$ cat src/rtl/key_toggle_debounce_if.sv
// Key/toggle bundle between the TM1638 scanner, the debouncer and its consumers.
// The master side drives raw keys and clear; the slave side returns debounced results.
interface key_toggle_debounce_if #(
  parameter int WIDTH = 8
);
  logic [WIDTH-1:0] keys;
  logic             clear;
  logic [WIDTH-1:0] stable;
  logic [WIDTH-1:0] pressed;
  logic [WIDTH-1:0] state;

  modport master (output keys, output clear, input stable, input pressed, input state);
  modport slave  (input keys, input clear, output stable, output pressed, output state);
endinterface

$ cat src/rtl/key_toggle_debounce.sv
// Per-key debounce, press-edge pulse and toggle latch for the TM1638 key row.
// Optional auto-repeat of held keys is enabled by defining KEY_TOGGLE_AUTOREPEAT_EN.
module key_toggle_debounce #(
  parameter int WIDTH           = 8,
  parameter int DEBOUNCE_CYCLES = 60000,
  parameter int CNT_W           = 16
`ifdef KEY_TOGGLE_AUTOREPEAT_EN
  ,
  parameter int REPEAT_DELAY    = 3000000,
  parameter int REPEAT_RATE     = 600000
`endif
) (
  input  logic                  clock,
  input  logic                  reset,
  key_toggle_debounce_if.slave  bus
);

  localparam logic [CNT_W-1:0] DEB_LAST = CNT_W'(DEBOUNCE_CYCLES - 1);
  localparam logic [CNT_W-1:0] CNT_ONE  = CNT_W'(1);

  logic [WIDTH-1:0] keys_q;
  logic [WIDTH-1:0] stable_q,  stable_d;
  logic [WIDTH-1:0] pressed_q, pressed_d;
  logic [WIDTH-1:0] state_q,   state_d;
  logic [CNT_W-1:0] cnt_q [WIDTH];
  logic [CNT_W-1:0] cnt_d [WIDTH];
  logic [WIDTH-1:0] rise;

`ifdef KEY_TOGGLE_AUTOREPEAT_EN
  localparam int RPT_MAX = (REPEAT_DELAY > REPEAT_RATE) ? REPEAT_DELAY : REPEAT_RATE;
  localparam int RPT_W   = (RPT_MAX > 1) ? $clog2(RPT_MAX + 1) : 1;
  localparam logic [RPT_W-1:0] DELAY_LD = RPT_W'(REPEAT_DELAY - 1);
  localparam logic [RPT_W-1:0] RATE_LD  = RPT_W'(REPEAT_RATE - 1);
  localparam logic [RPT_W-1:0] RPT_ONE  = RPT_W'(1);

  logic [RPT_W-1:0] rpt_q [WIDTH];
  logic [RPT_W-1:0] rpt_d [WIDTH];
  logic [WIDTH-1:0] rpt_fire;
`endif

  always_comb begin
    stable_d = stable_q;
    for (int i = 0; i < WIDTH; i++) begin
      cnt_d[i] = cnt_q[i];
      if (keys_q[i] == stable_q[i]) begin
        cnt_d[i] = '0;
      end else if (cnt_q[i] == DEB_LAST) begin
        stable_d[i] = keys_q[i];
        cnt_d[i]    = '0;
      end else begin
        cnt_d[i] = cnt_q[i] + CNT_ONE;
      end
    end
  end

  assign rise = stable_d & ~stable_q;

`ifdef KEY_TOGGLE_AUTOREPEAT_EN
  // Down-counter per key: loaded on the press edge, fires and reloads at zero while held.
  always_comb begin
    rpt_fire = '0;
    for (int i = 0; i < WIDTH; i++) begin
      rpt_d[i] = rpt_q[i];
      if (rise[i]) begin
        rpt_d[i] = DELAY_LD;
      end else if (stable_q[i] && stable_d[i]) begin
        if (rpt_q[i] == '0) begin
          rpt_fire[i] = 1'b1;
          rpt_d[i]    = RATE_LD;
        end else begin
          rpt_d[i] = rpt_q[i] - RPT_ONE;
        end
      end
    end
  end

  assign pressed_d = rise | rpt_fire;
`else
  assign pressed_d = rise;
`endif

  // Clear beats a simultaneous toggle, but the press pulse still goes out.
  assign state_d = bus.clear ? '0 : (state_q ^ pressed_d);

  always_ff @(posedge clock) begin
    if (reset) begin
      keys_q    <= '0;
      stable_q  <= '0;
      pressed_q <= '0;
      state_q   <= '0;
      for (int i = 0; i < WIDTH; i++) begin
        cnt_q[i] <= '0;
      end
    end else begin
      keys_q    <= bus.keys;
      stable_q  <= stable_d;
      pressed_q <= pressed_d;
      state_q   <= state_d;
      for (int i = 0; i < WIDTH; i++) begin
        cnt_q[i] <= cnt_d[i];
      end
    end
  end

`ifdef KEY_TOGGLE_AUTOREPEAT_EN
  always_ff @(posedge clock) begin
    if (reset) begin
      for (int i = 0; i < WIDTH; i++) begin
        rpt_q[i] <= '0;
      end
    end else begin
      for (int i = 0; i < WIDTH; i++) begin
        rpt_q[i] <= rpt_d[i];
      end
    end
  end
`endif

  assign bus.stable  = stable_q;
  assign bus.pressed = pressed_q;
  assign bus.state   = state_q;

endmodule
$ cat src/flat_wrapper.sv
// flat-port wrapper written by rule: the top's interface ports become plain ports
module key_toggle_debounce_flat 
#(
  parameter int WIDTH           = 8,
  parameter int DEBOUNCE_CYCLES = 60000,
  parameter int CNT_W           = 16

)
  (clock, reset, bus_keys, bus_clear, bus_stable, bus_pressed, bus_state);
  key_toggle_debounce_if #(.WIDTH(WIDTH)) bus_i ();
  input  logic clock;
  input  logic reset;
  input wire logic [$bits(bus_i.keys)-1:0] bus_keys;
  input wire logic [$bits(bus_i.clear)-1:0] bus_clear;
  output wire logic [$bits(bus_i.stable)-1:0] bus_stable;
  output wire logic [$bits(bus_i.pressed)-1:0] bus_pressed;
  output wire logic [$bits(bus_i.state)-1:0] bus_state;
  assign bus_i.keys = bus_keys;
  assign bus_i.clear = bus_clear;
  assign bus_stable = bus_i.stable;
  assign bus_pressed = bus_i.pressed;
  assign bus_state = bus_i.state;
  key_toggle_debounce #(.WIDTH(WIDTH), .DEBOUNCE_CYCLES(DEBOUNCE_CYCLES), .CNT_W(CNT_W)) u_core (.clock(clock), .reset(reset), .bus(bus_i));
endmodule
$ cat config.mk
export PLATFORM = sky130hd
export DESIGN_NAME = key_toggle_debounce_flat
export DESIGN_NICKNAME = d
export VERILOG_FILES = /design/src/rtl/key_toggle_debounce_if.sv /design/src/rtl/key_toggle_debounce.sv /design/src/flat_wrapper.sv
export SDC_FILE = /design/constraint.sdc
export NUM_CORES = 1
export LEC_CHECK = 0
export CORE_MARGIN = 10
export CORE_UTILIZATION = 45
export CTS_CLUSTER_SIZE = 30
export DETAILED_ROUTE_END_ITERATION = 6
export DONT_BUFFER_PORTS = 1
export RECOVER_POWER = 100
export SETUP_SLACK_MARGIN = 0.1
export SYNTH_ARGS = -nofsm -noshare
export SYNTH_HDL_FRONTEND = slang
export SYNTH_SLANG_ARGS = --single-unit
$ cat constraint.sdc
create_clock -name clock -period 4.7 [get_ports clock]
set_clock_uncertainty 0.15 [all_clocks]
set_input_delay 0.94 -clock clock [delete_from_list [all_inputs] [get_ports clock]]
set_output_delay 0.94 -clock clock [all_outputs]
set_load 0.005 [all_outputs]
=== After elaboration in Yosys (flattened, before gate mapping) ===
Memories as Yosys holds them, arrays and structs flattened.
Index checks and enable logic that the tools add are counted.

* Output and inout bits: 24
* Bits in latches: 0
* Register bits: 32
* Bits in read-only memories: 0
* Input bits: 11
* Word-level logic and storage cells: 84
* Memories kept: 1
* Memory bits (writable): 128

{| class="wikitable"
|+ Memory list
! name !! depth !! bits a word !! rd ports !! clocked after memory_dff !! wr ports !! RTL line !! source
|-
| u_core.cnt_q || 8 || 16 || 8 || 0 || 8 || key_toggle_debounce.sv:25 || <nowiki>logic [CNT_W-1:0] cnt_q [WIDTH];</nowiki>
|}

* Shifts and indexed selects: 0
* Magnitude comparators: 0
* Divide/modulo/power cells: 0
* Multiplexer cells: 43
* Equality and inequality tests: 16
* Multipliers: 0
* Reductions and logical operators: 1
* Bitwise logic cells: 11
* $add $sub $neg: 8

{| class="wikitable"
|+ Operators by type and width
! operator !! number
|-
| 16-bit two-way mux || 24
|-
| 16-bit by 1-bit adder with 16-bit output, second input constant || 8
|-
| 16-bit == test, second input constant || 8
|-
| 1-bit two-way mux || 19
|-
| 8-bit AND || 1
|-
| 1-bit == test || 8
|-
| 8-bit NOT || 1
|-
| 1-bit OR || 8
|-
| 8-bit bitwise XOR || 1
|-
| 2-bit OR reduction || 1
|}

=== Logic depth before layout (Yosys ltp) ===
Gate-level depths: netlist of the first run.

* Depth after elaboration: 5
* Mapped depth: 7
* Mapped depth without buffers: 5

=== Worst setup path after synthesis of the first run ===
Ideal clock, no wire load.

* Path type: input-to-reg
* From: input port reset
* To: memory u_core.cnt_q[0][11]
* Setup time: 0.064 ns
* Setup slack: 2.569 ns
* Path buffers: 3
* Data arrival time: 1.917 ns
* Required time: 4.486 ns
* Stages: 6
* Cells stage by stage: clkbuf_1 > nand2b_1 > or2_2 > buf_2 > buf_4 > nor2_1

{| class="wikitable"
|+ RTL lines
! what !! RTL line !! source
|-
| start, declared || flat_wrapper.sv:12 || <nowiki>input logic reset;</nowiki>
|-
| end, declared || key_toggle_debounce.sv:25 ||
|}

==> results of run 1 <==
## worst paths after layout
check,slack (ns),cells past startpoint,endpoint,startpoint
worst min-delay path,0.30,1,u_core.cnt_q[0][48],u_core.cnt_q[0][48]
worst max register to register,2.05,4,u_core.cnt_q[0][4],u_core.cnt_q[0][10]
worst max-delay path,2.05,4,u_core.cnt_q[0][4],u_core.cnt_q[0][10]
worst min register to register,0.30,1,u_core.cnt_q[0][48],u_core.cnt_q[0][48]
## power by group through the flow
stage | Combinational [uW] | Sequential, uW | Clock, uW
CTS | 31.1 | 1370 | 1440
global placement | 30.5 | 1400 | 0
finish | 30.5 | 1370 | 1400
floorplan | 29.4 | 1400 | 0
detailed placement | 31.0 | 1400 | 0
global route | 35.1 | 1370 | 1490
## final cells by class
cell class                 count  area (um^2)  share of cell area
clock buffer                  23          498              0.0658
tap                          184          230              0.0304
clock inverter                 6          105              0.0139
multi-input combinational    568         3450               0.456
sequential                   160         3200               0.423
inverter                      21         78.8              0.0104
## cells by family after synthesis
| group | share of synthesized area |
|---|---|
| simple gates | 0.314 |
| flops | 0.469 |
| xor+xnor | 0.141 |
| buf+inv | 0.0240 |
| compound gates | 0.0225 |
| mux | 0.0148 |
| fa+ha+maj | 0.0146 |
## stage by stage
stage | total power, uW | utilization
global placement | 1430 | 0.475
detailed placement | 1430 | 0.475
CTS | 2840 | 0.516
floorplan | 1430 | -
finish | 2800 | 0.515
global route | 2900 | 0.515
## registers in the layout, summed over array words and instances (netlist names)
| signal | cells |
|---|---|
| u_core.bus.pressed | 8 |
| u_core.cnt_q | 128 |
| u_core.bus.state | 8 |
| u_core.bus.stable | 8 |
| u_core.keys_q | 8 |
## synth_stat cells, drive strengths merged (8+ instances only)
master,count
clkbuf,11
nor3,25
mux2i,9
nand4,35
nor2,144
nand2b,8
buf,8
xor2,30
inv,21
xnor2,80
nand3,44
or4,12
or3,14
nor4,34
nor2b,10
dfxtp,160
ha,8
nand2,45
a21oi,14
## layer usage
layer / track usage / share of wire / up-vias
li1: - / - / 2653
met1: 0.162 / 0.48 / 2360
met2: 0.211 / 0.46 / 60
met3: 0.0441 / 0.047 / 14
met4: 0.0484 / 0.013 / 0
met5: 0 / 0 / -
==> results_tabular.tex, run 1 <==
\begin{tabular}{lr}
\hline
Metric & Value \\
\hline
\multicolumn{2}{l}{\textbf{Timing}} \\
\quad Final-layout worst hold slack & just under 0.3 ns \\
\quad Final WS setup & 2.05 ns \\
\quad Count of endpoints failing hold in the final timing report & 0 \\
\quad Maximum achievable frequency & 377 MHz \\
\quad Max Transition Viols Final & 0 \\
\quad Relative slew slack & 0.470 \\
\quad Slew at the pin with the worst max-slew slack & between 0.7 and 0.8 ns \\
\quad Unrepaired setup endpoints after global routing & no \\
\quad Finish-stage setup viols & 0 \\
\quad Min cycle time layout & 2.65 ns \\
\quad Fin Setup TNS & 0 ns \\
\quad Part of the cycle the worst path needs & 0.564 \\
\multicolumn{2}{l}{\textbf{Power}} \\
\quad Reported leakage power & roughly 0.0023 uW \\
\quad Worst IR drop on VDD & around 0.25 mV \\
\quad Switching share of power & 0.190 \\
\quad Combinational Power Share & 0.011 \\
\quad Power Dens Cells & between 300 and 400 mW/mm\^{}2 \\
\quad Relative contribution of sequential cells to total power & 0.490 \\
\quad Switching power of the nets & roughly 530 uW \\
\quad Part of the power in the clock network & 0.499 \\
\quad Internal power of the cells & 2270 uW \\
\multicolumn{2}{l}{\textbf{Floorplan}} \\
\quad Chip height & 143 um \\
\quad Placement Rows & 44 \\
\quad Number of I/O pins & 35 \\
\quad Width of the die & 143 um \\
\quad Starting density of the core & 0.465 \\
\quad Die Area & just over 0.02 mm\^{}2 \\
\quad Core outline area & $\sim$0.015 mm\^{}2 \\
\multicolumn{2}{l}{\textbf{Synthesis}} \\
\quad Number of nets in the synthesized netlist & approximately 800 \\
\quad Share of flip-flops with an asynchronous set or reset & 0 \\
\quad Yosys cell types & 47 \\
\quad Flip-flop and latch count after synthesis & 160 \\
\quad Area share of the leading cell type in the synthesized netlist & 0.469 \\
\quad Average instance area after synthesis & just under 9 um\^{}2 \\
\quad Sequential-to-total area share from yosys stat & 0.469 \\
\quad Cells after Synth & about 770 \\
\quad Count of flip-flops with a built-in enable after synthesis & 0 \\
\quad Total of warnings raised by yosys & 0 \\
\quad Yosys top cell by area & dfxtp\_1 \\
\quad Area contributors post-synth & dfxtp\_1, xnor2\_1, nor2\_1, xor2\_1, nand3\_1 \\
\quad Total standard cell area after synthesis & between 0.006 and 0.007 mm\^{}2 \\
\quad Dominant synthesized flop cell & dfxtp\_1 \\
\multicolumn{2}{l}{\textbf{Critical path}} \\
\quad CP Buf/Inv Count & 0 \\
\quad Top Family by Delay on Critical Path & simple AND/OR/NAND/NOR gates \\
\quad Crit Path Class & reg -> reg \\
\quad Slowest stage cell on the critical path & or2\_0 \\
\quad Capturing element type of the critical path & flop \\
\quad Biggest fanout along the worst timing path & 15 \\
\quad Data arrival time of the critical path & 2.77 ns \\
\quad Crit path required time & around 4.8 ns \\
\quad Stage delay of the slowest cell on the critical path & roughly 0.69 ns \\
\quad Setup crit start kind & flop \\
\quad Crit path cell chain & or4b\_2 -> nor4\_1 -> or2\_0 -> nor2\_1 \\
\multicolumn{2}{l}{\textbf{CTS}} \\
\quad Clock-pin transition on the worst setup and hold timing paths & 0.06 ns \\
\quad Root Driver & clkbuf\_16 \\
\quad Clock insertion delay at the later pin of the skew report & between 0.4 and 0.5 ns \\
\quad Total of cells resized after clock tree synthesis & 0 \\
\quad Number of H-tree levels & 4 \\
\quad Post-CTS Repair Setup Buffers & 0 \\
\quad Sinks on the clock net & 160 \\
\quad Longest Clk Path Bufs & 2 \\
\quad TritonCTS clock tree & yes \\
\quad Num CTS Buffers & 17 \\
\quad Count of hold-fix buffers inserted at cts & 0 \\
\multicolumn{2}{l}{\textbf{Global route}} \\
\quad Vias in the first global route & 4863 \\
\quad Total congestion overflow after global routing & 0 \\
\quad Wire length of the first global-routing pass & between 20 and 25 mm \\
\quad Antenna violations before repair & 0 \\
\quad Overall Global Routing Usage & 0.132 \\
\quad Largest net degree at the start of global routing & 40 \\
\multicolumn{2}{l}{\textbf{Placed design}} \\
\quad Area after detailed placement & around 0.007 mm\^{}2 \\
\quad Number of placed instances with taps included & 933 \\
\quad Dpl hpwl & slightly above 9 mm \\
\quad Global placement routability congestion & between 0.8 and 0.9 \\
\quad Worst Setup Slack post-DPL & between 2 and 2.5 ns \\
\quad Input/output buffers & 0 \\
\multicolumn{2}{l}{\textbf{Cells and area}} \\
\quad Commonest non-fill, non-tap cell in the layout & dfxtp\_1 \\
\quad Post-synthesis to final-layout area growth & 10.7\% \\
\quad Layout cell share with drive strength beyond 1 & 0.0514 \\
\quad Fill cell total of the finished layout & between 1000 and 1500 \\
\quad Post-route standard cell area excluding fillers & about 0.0076 mm\^{}2 \\
\quad Total number of nets in the final design & about 800 \\
\quad Highest-count cells in the layout ignoring fill and taps & dfxtp\_1, nor2\_1, xnor2\_1, nand2\_1, nand3\_1 \\
\quad Antenna Diode Count & 0 \\
\quad Non-Filler Instances & 962 \\
\multicolumn{2}{l}{\textbf{Routing}} \\
\quad DR WL/cell & around 13 um \\
\quad Drt drc & 0 \\
\quad Average vias per placed instance & between 5 and 6 \\
\quad Post-route antenna net violation count & 0 \\
\quad Count of vias placed by the detailed router & 5087 \\
\quad Starting DRT DRC Count & 235 \\
\quad Routed wire length & around 13 mm \\
\quad Length of the first detailed-routing pass in iterations & 4 \\
\multicolumn{2}{l}{\textbf{Flow run}} \\
\quad Max-cap check violation count & 0 \\
\multicolumn{2}{l}{\textbf{Run status}} \\
\quad Result of the run & finished clean \\
\multicolumn{2}{l}{\textbf{Hold path}} \\
\quad Hold Path Class & reg -> reg \\
\hline
\end{tabular}
Power figures use the tool's default switching activity.
==> run 2, diff against run 1 <==
- clock period: 4.7 -> 2.55 ns (I/O delays scaled with it)
==> results_tabular.tex, run 2 (synthesized netlist as in run 1, its figures left out) <==
\begin{tabular}{lr}
\hline
Metric & Value \\
\hline
\multicolumn{2}{l}{\textbf{Run status}} \\
\quad Result of the run & finished clean \\
\multicolumn{2}{l}{\textbf{Global route}} \\
\quad Antenna violations before repair & 0 (unchanged) \\
\quad Vias in the first global route & 4869 (+0.12\%) \\
\quad Largest net degree at the start of global routing & 28 (-30\%) \\
\quad Total congestion overflow after global routing & 0 (unchanged) \\
\quad Overall Global Routing Usage & 0.136 (+0.00457) \\
\quad Wire length of the first global-routing pass & 23.0 mm (+3.1\%) \\
\multicolumn{2}{l}{\textbf{Timing}} \\
\quad Max Transition Viols Final & 0 (unchanged) \\
\quad Finish-stage setup viols & 0 (unchanged) \\
\quad Slew at the pin with the worst max-slew slack & 0.730 ns (-0.0642 ns) \\
\quad Relative slew slack & 0.512 (+0.0412) \\
\quad Count of endpoints failing hold in the final timing report & 0 (unchanged) \\
\quad Unrepaired setup endpoints after global routing & no \\
\quad Min cycle time layout & 2.27 ns (-0.382 ns) \\
\quad Fin Setup TNS & 0 ns (unchanged) \\
\quad Final WS setup & 0.281 ns (-1.77 ns) \\
\quad Maximum achievable frequency & 441 MHz (+17\%) \\
\quad Part of the cycle the worst path needs & 0.890 (+0.326) \\
\multicolumn{2}{l}{\textbf{Flow run}} \\
\quad Max-cap check violation count & 0 (unchanged) \\
\multicolumn{2}{l}{\textbf{CTS}} \\
\quad Clock-pin transition on the worst setup and hold timing paths & 0.06 ns (about the same) \\
\quad Root Driver & clkbuf\_16 \\
\quad TritonCTS clock tree & yes \\
\quad Longest Clk Path Bufs & 2 (unchanged) \\
\quad Clock insertion delay at the later pin of the skew report & 0.42 ns (about the same) \\
\quad Num CTS Buffers & 17 (unchanged) \\
\quad Number of H-tree levels & 4 (unchanged) \\
\quad Sinks on the clock net & 160 (unchanged) \\
\multicolumn{2}{l}{\textbf{Cells and area}} \\
\quad Total number of nets in the final design & 794 (+0.89\%) \\
\quad Layout cell share with drive strength beyond 1 & 0.0596 (+0.00823) \\
\quad Post-route standard cell area excluding fillers & 0.00757 mm\^{}2 (about the same) \\
\quad Antenna Diode Count & 0 (unchanged) \\
\quad Number of flip-flops under the largest register name & 128 (unchanged) \\
\quad Fill cell total of the finished layout & 1366 (+0.66\%) \\
\quad FF+latch area & 0.00320 mm\^{}2 (unchanged) \\
\quad Area of the multi-input gates & 0.00346 mm\^{}2 (+0.25\%) \\
\quad Commonest non-fill, non-tap cell in the layout & dfxtp\_1 \\
\quad Highest-count cells in the layout ignoring fill and taps & dfxtp\_1, nor2\_1, xnor2\_1, nand2\_1, nand3\_1 \\
\quad Post-synthesis to final-layout area growth & 10.8\% (about the same) \\
\quad Most flops, register & u\_core.cnt\_q \\
\quad Non-Filler Instances & 972 (+1.0\%) \\
\multicolumn{2}{l}{\textbf{Placed design}} \\
\quad Input/output buffers & 0 (unchanged) \\
\quad Global placement routability congestion & 0.829 (+2.4\%) \\
\quad Number of placed instances with taps included & 939 (+0.64\%) \\
\quad Dpl hpwl & 9.25 mm (+0.89\%) \\
\quad Area after detailed placement & 0.00703 mm\^{}2 (+0.65\%) \\
\quad Worst Setup Slack post-DPL & 0.266 ns (-2.12 ns) \\
\multicolumn{2}{l}{\textbf{Critical path}} \\
\quad Setup crit start kind & flop \\
\quad Slowest stage cell on the critical path & or4\_4 \\
\quad Crit path cell chain & or4\_1 -> or4\_4 -> nand2\_1 -> nor2\_1 \\
\quad Crit Path Class & reg -> reg \\
\quad Capturing element type of the critical path & flop \\
\quad Stage delay of the slowest cell on the critical path & 0.57 ns (-0.12 ns) \\
\quad Crit path required time & 2.69 ns (-2.13 ns) \\
\quad Data arrival time of the critical path & 2.40 ns (-0.37 ns) \\
\quad Biggest fanout along the worst timing path & 15 (unchanged) \\
\multicolumn{2}{l}{\textbf{Floorplan}} \\
\quad Core outline area & 0.0147 mm\^{}2 (unchanged) \\
\quad Number of I/O pins & 35 (unchanged) \\
\quad Width of the die & 143 um (unchanged) \\
\quad Die Area & 0.0205 mm\^{}2 (unchanged) \\
\quad Starting density of the core & 0.465 (unchanged) \\
\quad Chip height & 143 um (unchanged) \\
\quad Placement Rows & 44 (unchanged) \\
\multicolumn{2}{l}{\textbf{Routing}} \\
\quad Drt drc & 0 (unchanged) \\
\quad Length of the first detailed-routing pass in iterations & 4 (unchanged) \\
\quad Average vias per placed instance & 5.33 (+0.86\%) \\
\quad Post-route antenna net violation count & 0 (unchanged) \\
\quad Starting DRT DRC Count & 223 (-5.1\%) \\
\quad DR WL/cell & 13.9 um (+2.9\%) \\
\quad Count of vias placed by the detailed router & 5184 (+1.9\%) \\
\quad Routed wire length & 13.5 mm (+3.9\%) \\
\multicolumn{2}{l}{\textbf{Power}} \\
\quad Switching share of power & 0.209 (+0.0194) \\
\quad Internal power of the cells & 3930 uW (+73\%) \\
\quad Reported leakage power & 0.00226 uW (-0.43\%) \\
\quad Relative contribution of sequential cells to total power & 0.509 (+0.019) \\
\quad Switching power of the nets & 1040 uW (+95\%) \\
\quad Part of the power in the clock network & 0.478 (-0.021) \\
\quad Combinational Power Share & 0.013 (+0.002) \\
\quad Power Dens Cells & 655 mW/mm\^{}2 (+77\%) \\
\quad Worst IR drop on VDD & 0.408 mV (+65\%) \\
\multicolumn{2}{l}{\textbf{Hold path}} \\
\quad Hold Path Class & in -> reg \\
\hline
\end{tabular}
run 2: cell type report:
| cell class | count | area share |
|---|---|---|
| Clock buffer | 23 | 0.0618 |
| Clock inverter | 9 | 0.0112 |
| Inverter | 21 | 0.0104 |
| Multi-Input combinational cell | 568 | 0.457 |
| Sequential cell | 160 | 0.423 |
| Tap cell | 184 | 0.0304 |
| Timing Repair Buffer | 7 | 0.00595 |
run 2: metrics by stage:
stage | util | hold WS, ns | power, uW
after detailed placement | 0.478 | 0.290 | 2640
after CTS | 0.516 | 0.00281 | 5030
after floorplan | - | 0.268 | 2630
after global placement | 0.478 | 0.277 | 2640
final | 0.515 | 0.0265 | 4960
after global routing | 0.515 | 0.00152 | 5150
run 2: final timing paths:
kind / start / to / slack (ns) / depth (start not counted)
min: reset / u_core.bus.pressed[1] / 0.03 / 1
max reg2reg: u_core.cnt_q[0][26] / u_core.cnt_q[0][30] / 0.28 / 4
min reg2reg: u_core.cnt_q[0][48] / u_core.cnt_q[0][48] / 0.30 / 1
max: u_core.cnt_q[0][26] / u_core.cnt_q[0][30] / 0.28 / 4
run 2: per-layer routing:
layer  share of wire  wire length, um  global-route usage
met4           0.010              135              0.0446
met1            0.46             6230               0.164
met3           0.051              694              0.0471
met5               0                0                   0
met2            0.48             6430               0.224
run 2: power by group through the flow:
stage / combinational, uW / sequential (uW) / clock (uW)
2_1_floorplan: 54.3 / 2580 / 0
3_3_place_gp: 58.2 / 2580 / 0
3_5_place_dp: 59.5 / 2580 / 0
4_1_cts: 66.2 / 2530 / 2430
5_1_grt: 73.9 / 2530 / 2550
6_report: 64.1 / 2530 / 2370
run 2: what timing repair did:
item                                    CTS  global route
hold endpoints to repair                 13             0
resized for setup                         0             1
hold buffers                              1             0
setup buffers                             0             0
endpoints found under the setup margin    0             6
run 2: critical path, delay by kind of cell (launching register included):
family	cells	cell delay, ns
DFF	1	0.36
and+or+nand+nor	4	1.63
